<file path="src/rtl/accum_capture_sequencer.sv">
// accum_capture_sequencer
// Sequences one averaging run of NUM_AVG triggered events for the data
// accumulator: clears it, arms a rising-crossing threshold trigger on the raw
// ADC stream, strobes one capture per event, holds off re-triggering while a
// record is processed, and waits for the output FIFO to drain at the end.

module accum_capture_sequencer #(
    parameter int RECORD_LEN = 128,
    parameter int HOLDOFF    = 8,
    parameter int NUM_AVG    = 4
) (
    input  logic              clk,
    input  logic              rst,
    input  logic              start,
    input  logic              abort,
    input  logic signed [7:0] inputData,
    input  logic signed [7:0] threshold,
    input  logic              forceTrig,
    input  logic              dataEmpty,
    output logic              dataCaptureStrobe,
    output logic              accumRst,
    output logic              busy,
    output logic              runDone,
    output logic [7:0]        eventCount,
    output logic              triggerLost
);

    // Dead window after a strobe: record processing plus holdoff.
    localparam int               WINDOW   = RECORD_LEN + HOLDOFF;
    localparam int               WIN_W    = (WINDOW > 1) ? $clog2(WINDOW) : 1;
    localparam logic [WIN_W-1:0] WIN_LOAD = WIN_W'(WINDOW - 1);
    localparam logic [7:0]       AVG_LAST = 8'(NUM_AVG);

    typedef enum logic [2:0] {
        IDLE,
        CLEAR,
        ARMED,
        CAPTURE,
        DRAIN,
        CLEAR_ABORT
    } state_t;

    state_t            state;
    logic signed [7:0] s0;
    logic signed [7:0] s1;
    logic [WIN_W-1:0]  win_cnt;
    logic              clr_phase;
    logic              empty_seen;
    logic              trig;
    logic              abort_go;
    logic [7:0]        next_count;

    // Both operands are signed, so this is a two's-complement compare; the
    // pair (s0 below, s1 at/above) only matches on a rising crossing.
    assign trig       = ((s0 < threshold) && (s1 >= threshold)) || forceTrig;
    assign abort_go   = abort && (state != IDLE) && (state != CLEAR_ABORT);
    assign next_count = eventCount + 8'd1;
    assign busy       = (state != IDLE);

    // Two-stage sample delay; together with the registered strobe this gives
    // the fixed 2-cycle crossing-to-strobe latency the accumulator expects.
    // NOTE: sequential state uses non-blocking assignments so every register
    // samples the pre-edge values of the others, independent of block order.
    always_ff @(posedge clk) begin
        if (rst) begin
            s1 <= '0;
            s0 <= '0;
        end else begin
            s1 <= inputData;
            s0 <= s1;
        end
    end

    // Run sequencer: state, counters and all registered outputs.
    // NOTE: reset is synchronous and shared with the accumulator, so it is
    // tested first inside the clocked block and overrides abort and start.
    always_ff @(posedge clk) begin
        if (rst) begin
            state             <= IDLE;
            dataCaptureStrobe <= 1'b0;
            accumRst          <= 1'b0;
            runDone           <= 1'b0;
            eventCount        <= '0;
            triggerLost       <= 1'b0;
            win_cnt           <= '0;
            clr_phase         <= 1'b0;
            empty_seen        <= 1'b0;
        end else begin
            dataCaptureStrobe <= 1'b0;
            runDone           <= 1'b0;

            if (abort_go) begin
                state     <= CLEAR_ABORT;
                accumRst  <= 1'b1;
                clr_phase <= 1'b0;
            end else begin
                case (state)
                    IDLE: begin
                        if (start) begin
                            state       <= CLEAR;
                            accumRst    <= 1'b1;
                            clr_phase   <= 1'b0;
                            eventCount  <= '0;
                            triggerLost <= 1'b0;
                        end
                    end

                    CLEAR: begin
                        if (clr_phase) begin
                            state    <= ARMED;
                            accumRst <= 1'b0;
                        end else begin
                            clr_phase <= 1'b1;
                        end
                    end

                    ARMED: begin
                        if (trig) begin
                            state             <= CAPTURE;
                            dataCaptureStrobe <= 1'b1;
                            win_cnt           <= WIN_LOAD;
                        end
                    end

                    CAPTURE: begin
                        // A trigger during the dead window is dropped but
                        // remembered, including on the final window cycle.
                        if (trig) begin
                            triggerLost <= 1'b1;
                        end
                        if (win_cnt == '0) begin
                            eventCount <= next_count;
                            empty_seen <= 1'b0;
                            state      <= (next_count == AVG_LAST) ? DRAIN : ARMED;
                        end else begin
                            win_cnt <= win_cnt - 1'b1;
                        end
                    end

                    DRAIN: begin
                        if (dataEmpty) begin
                            if (empty_seen) begin
                                runDone <= 1'b1;
                                state   <= IDLE;
                            end else begin
                                empty_seen <= 1'b1;
                            end
                        end else begin
                            empty_seen <= 1'b0;
                        end
                    end

                    CLEAR_ABORT: begin
                        if (clr_phase) begin
                            state    <= IDLE;
                            accumRst <= 1'b0;
                        end else begin
                            clr_phase <= 1'b1;
                        end
                    end

                    default: begin
                        state    <= IDLE;
                        accumRst <= 1'b0;
                    end
                endcase
            end
        end
    end

endmodule

</file>
<file path="config.mk">
export PLATFORM = sky130hd
export DESIGN_NAME = accum_capture_sequencer
export DESIGN_NICKNAME = d
export VERILOG_FILES = /design/src/rtl/accum_capture_sequencer.sv
export SDC_FILE = /design/constraint.sdc
export NUM_CORES = 1
export LEC_CHECK = 0
export ABC_AREA = 1
export CORE_ASPECT_RATIO = 1.5
export CORE_MARGIN = 2
export CORE_UTILIZATION = 58
export CTS_CLUSTER_SIZE = 30
export DETAILED_ROUTE_END_ITERATION = 6
export PLACE_DENSITY = 0.85
export SYNTH_ARGS = -nofsm -noshare
export SYNTH_HDL_FRONTEND = slang
export SYNTH_SLANG_ARGS = --single-unit
</file>
<file path="constraint.sdc">
create_clock -name clk -period 2.89 [get_ports clk]
set_input_delay 0.4335 -clock clk [delete_from_list [all_inputs] [get_ports clk]]
set_output_delay 0.4335 -clock clk [all_outputs]
set_load 0.05 [all_outputs]
</file>
==> results by group, run 1 <==
Outcome
  – Status: complete, no violations

CTS
  – Cts hold-fix bufs: 0
  – CTS-repair resized insts: 0
  – Inserted Clock Buffers: 5
  – CTS sink cnt: 41
  – CTS tree: done
  – Setup Fix Bufs, Post-CTS: 0
  – Clock transition at path regs: 0.08 ns
  – CTS root buf: clkbuf_8
  – Clk Latency, worst-skew pair: between 0.2 and 0.3 ns
  – Clock Path Buffers: 2
  – CTS H-tree lvls: 2

Detailed routing
  – Residual DRC: 0
  – Post-Route WL: ~5000 um
  – Vias per cell: 5.18
  – DR iter-0 viols: a little under 70
  – DR pass1 iterations: 4
  – Antenna-violating nets left: 0
  – Routed len/inst: 12.2 um
  – Vias post-DR: 2,129

Setup path
  – Crit Path Class: in -> reg
  – Launch point of the worst reg-to-reg path: s1[7]$_SDFF_PP0_
  – CP peak stage delay: 0.46 ns
  – Critical Path Sink Type: flip-flop
  – Buffer and inverter count on the worst path: 3
  – R2R cell count: 12
  – Data arrival time of the critical path: 2.46 ns
  – CP top delay family: simple AND/OR/NAND/NOR gates
  – Cell Chain, Critical Path: clkdlybuf4s50_1 > inv_1 > ha_1 > a21o_1 > nor2_1 > nand2_1 > nand2_1 > nand3_1 > nand2_1 > nand3_4 > nand2_4 > clkinv_1 > nor2_1 > nor2_1
  – CP max-delay cell: clkdlybuf4s50_1
  – R2r setup slk: 0.97 ns
  – Worst reg2reg endpoint: win_cnt[1]$_SDFFE_PP0P_
  – Worst EP required: 3.08 ns
  – Crit path max fanout: 9
  – Startpoint class of the critical path: input port

Timing
  – Final TNS setup: 0 ns
  – RSZ-0062 raised after global routing: false
  – Fmax: around 0.44 GHz
  – Worst Skew: 0.00300 ns
  – Final setup viols: 0
  – Max_slew headroom: 0.658
  – Worst-Margin Slew: roughly 0.5 ns
  – Max Slew Vio Count: 0
  – Final Cycle Share: 0.784
  – Final Critical Period: between 2 and 2.5 ns
  – Final hold viol count: 0

Synthesis
  – Flops & latches, synth: 41
  – Cell taking the most area after synthesis: dfxtp_1
  – Post-synthesis async set-or-reset flop share: 0
  – Yosys Warn Count: 0
  – Main synth FF type: dfxtp_1
  – Synth cell types: 34
  – Synth Cell Area: between 2000 and 2500 um2
  – Area contributors post-synth: dfxtp_1 (35%), nand2_1 (10%), ha_1 (9.7%)
  – Number of flops mapped to enable cells by yosys: 0
  – Mapped Cells: 327
  – Synth top area share: 0.353
  – Mapped Avg Cell Area: 7.11 um2
  – Post-synthesis sequential area ratio: 0.353
  – Mapped Nets: 367

Power and ir drop
  – Combinational Power Share: 0.442
  – Pwr dens: 747 nW/um2
  – VDD IR max: 0.566 mV
  – P_sw: 0.000873 W
  – Leak pwr: 1.36 nW
  – Clk pwr share: 0.227
  – Switch share: 0.413
  – Sequential share of power: 0.331
  – Cell-internal power: 0.00124 W

Final layout
  – Synth-to-layout area growth: 21.6%
  – NumNets Final: 405
  – Ant. Diodes: 0
  – Layout cell share with drive strength beyond 1: 0.0738
  – Cell area after layout: 2830 um2

Floorplan
  – IO Pins: 35
  – Die height: 81.5 um
  – Die Area: 4540 um2
  – Core region area: 3890 um2
  – Rows: 28
  – Starting density of the core: 0.598
  – Die width: 55.7 um

GRT
  – Initial antenna violation count: 0
  – GRT overflow: 0
  – First-pass GRT wire length: 8300 um
  – Total Routing Usage GR: 0.231
  – Largest net degree at the start of global routing: 32
  – Number of global-route vias before repair: between 2,000 and 2,500

Worst hold path
  – Worst Hold Class: reg -> reg
  – Hold EP: s0[4]$_SDFF_PP0_
  – Worst hold path startpoint: s1[4]$_SDFF_PP0_
  – Hold path depth: 2

Placed design
  – RD Place Congestion: ~0.88
  – Post-DP HPWL: between 3000 and 4000 um
  – Port Buffers: 34
  – Cell area after placement: 2710 um2

Job
  – Max-cap violations: 0
cell families (layout without fill, tap and decap cells):
family / count (synthesis) / in the layout / synth area share
AO/OA/AOI/OAI: 33 / 33 / 0.0867
XOR/XNOR: 9 / 9 / 0.0339
adder cells (fa/ha/maj): 18 / 18 / 0.0969
buffers and inverters: 68 / 107 / 0.115
flip-flops: 41 / 41 / 0.353
AND/OR/NAND/NOR: 158 / 158 / 0.315
worst max path at each step:
stage | from | end | slack [ns] | cells past startpoint
after floorplan | threshold[7] | win_cnt[0]$_SDFFE_PP0P_ | 0.99 | 13
after global placement | threshold[7] | win_cnt[0]$_SDFFE_PP0P_ | 0.41 | 15
after detailed placement | threshold[7] | win_cnt[1]$_SDFFE_PP0P_ | 0.33 | 15
after CTS | threshold[7] | win_cnt[1]$_SDFFE_PP0P_ | 0.63 | 15
after global routing | threshold[7] | win_cnt[0]$_SDFFE_PP0P_ | 0.37 | 14
final | threshold[7] | win_cnt[1]$_SDFFE_PP0P_ | 0.62 | 14
layer usage:
metal,GRT usage,part of all wire
met1,0.225,0.40
met2,0.475,0.54
met3,0.0346,0.032
met4,0.0976,0.025
met5,0,0
flip-flops by register name (all words and copies together) (netlist names), 3 cells and up:
name,cells
s0,8
win_cnt,8
eventCount,8
s1,8
state,3
tightest hold or removal path, stage by stage (launching register included):
cell     delay, ns
dfxtp_1       0.32
inv_1         0.05
nor2_1        0.03
synthesized netlist by cell type (2+ instances only):
library cell and number:
nand2_4 2, nor2_1 47, clkinv_1 2, nor2_4 3, clkbuf_1 3, nand2_1 64
nand2_2 3, a31oi_1 2, inv_2 3, inv_1 57, dfxtp_1 41, o21ai_1 4
nand3_1 22, nand3_4 2, a21oi_1 20, nand4_1 7, xor2_1 8, and2_1 2
nor3_1 3, ha_1 18
power by group through the flow:
stage | Combinational (W) | Clock [W] | Sequential, W
after floorplan | 0.000664 | 0 | 0.000744
after global placement | 0.000896 | 0 | 0.000708
after detailed placement | 0.000920 | 0 | 0.000710
after CTS | 0.000931 | 0.000480 | 0.000698
after global routing | 0.00104 | 0.000504 | 0.000706
final | 0.000933 | 0.000480 | 0.000699
layout make-up:
class	instances	area (um2)
multi-input combinational	218	1240
timing repair buffer	35	348
fill	294	1060
tap	45	56.3
sequential	41	821
inverter	64	248
clock inverter	1	30.0
clock buffer	7	86.3
through the flow:
step / util / instances / power (W) / hold WS, ns / setup WS, ns
2_1_floorplan: - / 327 / 0.00141 / 0.407 / 0.986
3_3_place_gp: 0.697 / 403 / 0.00160 / 0.414 / 0.410
3_5_place_dp: 0.697 / 403 / 0.00163 / 0.417 / 0.333
4_1_cts: 0.727 / 411 / 0.00211 / 0.431 / 0.632
5_1_grt: 0.727 / 411 / 0.00225 / 0.447 / 0.366
6_report: 0.727 / 411 / 0.00211 / 0.427 / 0.624
cell usage in the layout, fill, tap and decap left out, drive strengths merged, types with 7 or more instances in the layout:
master / synthesis / layout
nand3: 25 / 25
ha: 18 / 18
clkdlybuf4s50: 0 / 34
nand2: 69 / 69
clkbuf: 3 / 7
nand4: 7 / 7
inv: 61 / 61
xor2: 8 / 8
a21oi: 21 / 21
dfxtp: 41 / 41
nor2: 50 / 50
(Power assumes the default switching activity.)
==> run 2, diff against run 1 <==
CORE_UTILIZATION = 49   (was 58)
PLACE_DENSITY = 0.76   (was 0.85)
clock period = 1.95 ns   (was 2.89 ns; I/O delays follow)
==> run 2 against run 1 <==
Net effect:
- clock skew is 0.0048 ns higher
- non-clock buffer count grew 6
- critical path depth decreased by 13
- worst setup slack worse by 0.56 ns
- combinational power up 54%
- routed wire length increased by 3.6%
- sequential share of layout area decreased by 2.5 points
- cell area rose by 9.6%
- die area up 17%
- largest cell class unchanged
==> results by group, run 2 (synthesis results as in run 1) <==
Placed design
  – DP Worst Slack: -0.458 ns
  – Cell area after placement: 2780 um2
  – Port Buffers: 34
  – RD Place Congestion: around 0.94
  – Post-DP HPWL: 3830 um

Floorplan
  – Starting density of the core: 0.512
  – Die Area: between 5000 and 6000 um2
  – Die width: 60.2 um
  – Core region area: 4540 um2
  – Die height: 88.4 um
  – IO Pins: 35
  – Rows: 30

CTS
  – CTS H-tree lvls: 2
  – CTS sink cnt: 41
  – Cts hold-fix bufs: 0
  – CTS root buf: clkbuf_8
  – Clock Path Buffers: 2
  – Clock transition at path regs: 0.08 ns
  – Setup Fix Bufs, Post-CTS: 0
  – Clk Latency, worst-skew pair: 0.29 ns
  – Inserted Clock Buffers: 5
  – CTS tree: done

Detailed routing
  – Antenna-violating nets left: 0
  – DR iter-0 viols: slightly below 60
  – Vias per cell: 5.00
  – Post-Route WL: 5190 um
  – Vias post-DR: 2,185
  – Residual DRC: 0
  – DR pass1 iterations: 4
  – Routed len/inst: 11.9 um

Setup path
  – Startpoint class of the critical path: flip-flop
  – R2r setup slk: 0.11 ns
  – Crit path max fanout: 7
  – CP max-delay cell: clkdlybuf4s50_1
  – Launch point of the worst reg-to-reg path: s1[7]$_SDFF_PP0_
  – Crit Path Class: reg -> out
  – R2R cell count: 11
  – Worst setup path startpoint: eventCount[2]$_SDFFE_PP0P_
  – Cell Chain, Critical Path: clkdlybuf4s50_1
  – Buffer and inverter count on the worst path: 1
  – Worst EP required: 1.66 ns
  – Crit. path cell count: 1
  – Critical Path Sink Type: primary output
  – CP top delay family: buffers and inverters
  – Worst setup path end: eventCount[2]
  – Data arrival time of the critical path: 1.59 ns
  – CP peak stage delay: roughly 0.85 ns
  – Worst reg2reg endpoint: win_cnt[5]$_SDFFE_PP0P_

Power and ir drop
  – VDD IR max: roughly 0.65 mV
  – Leak pwr: between 1 and 1.5 nW
  – Pwr dens: 1020 nW/um2
  – Power Total: 0.00316 W

GRT
  – Number of global-route vias before repair: between 1,500 and 2,000
  – First-pass GRT wire length: 7870 um
  – Total Routing Usage GR: 0.192
  – GRT overflow: 0
  – Initial antenna violation count: 0
  – Largest net degree at the start of global routing: 21

Timing
  – Final hold viol count: 0
  – Max Slew Vio Count: 0
  – Worst Skew: around 0.0078 ns
  – Max_slew headroom: 0.667
  – Setup WS post-layout: ~0.066 ns
  – Hold WS: approximately 0.44 ns
  – RSZ-0062 raised after global routing: false
  – Final setup viols: 0
  – Worst-Margin Slew: approximately 0.50 ns
  – Final Cycle Share: 0.966
  – Fmax: 0.531 GHz
  – Final Critical Period: 1.88 ns

Final layout
  – NumNets Final: 412
  – Cell area after layout: 3100 um2
  – Commonest non-fill, non-tap cell in the layout: nand2_1
  – Synth-to-layout area growth: 33.2%
  – Commonest cells after routing, fill and taps aside: nand2_1 (57), inv_1 (50), nor2_1 (45), dfxtp_1 (41), clkdlybuf4s50_1 (26)
  – Util after Layout: 0.682
  – Layout cell share with drive strength beyond 1: 0.188
  – Ant. Diodes: 0
  – Number of fillers in the final layout: roughly 370

Outcome
  – Status: complete, no violations

Job
  – Max-cap violations: 0

Worst hold path
  – Worst Hold Class: reg -> reg
==> run 2: what timing repair did <==
action,in CTS,in global routing
gates cloned,1,0
pin swaps,11,13
endpoints found under the hold margin,0,0
resized for setup,17,25
endpoints found under the setup margin,11,11
==> run 2: layout make-up <==
class	instances	area, um2	area share
timing repair buffer	41	412	0.133
tap	64	80.1	0.0259
clock buffer	5	68.8	0.0222
clock inverter	3	46.3	0.0149
sequential	41	821	0.265
inverter	64	249	0.0804
multi-input combinational	219	1420	0.459
==> run 2: worst min-delay path by stage <==
stage | startpoint | to | depth (start not counted)
after floorplan | rst | eventCount[4]$_SDFFE_PP0P_ | 1
after global placement | s1[4]$_SDFF_PP0_ | s0[4]$_SDFF_PP0_ | 2
after detailed placement | s1[2]$_SDFF_PP0_ | s0[2]$_SDFF_PP0_ | 2
after CTS | s1[2]$_SDFF_PP0_ | s0[2]$_SDFF_PP0_ | 2
after global routing | s1[2]$_SDFF_PP0_ | s0[2]$_SDFF_PP0_ | 2
final | s1[2]$_SDFF_PP0_ | s0[2]$_SDFF_PP0_ | 2
==> run 2: where the power goes <==
part           total [W]  internal (W)  switching, W
combinational    0.00144      0.000517      0.000924
sequential       0.00104      0.000940      0.000103
clock           0.000678      0.000383      0.000295
==> run 2: routing by layer <==
| metal | vias to the layer above | global-route usage | wire [um] |
|---|---|---|---|
| met1 | 1004 | 0.188 | 1950 |
| li1 | 1118 | - | - |
| met3 | 11 | 0.0409 | 185 |
| met5 | - | 0 | 0 |
| met4 | 0 | 0.0646 | 85 |
| met2 | 52 | 0.379 | 2970 |
==> run 2: through the flow <==
step,TNS (ns),std cells
after floorplan,0,327
after global placement,-4.10,428
after detailed placement,-4.76,428
after CTS,0,437
after global routing,0,437
final,0,437
==> run 3, diff against run 2 <==
SLEW_MARGIN = 5   (was unset)
==> results of run 3 <==
The final DEF is identical to that of run 2; final timing and power are the same.
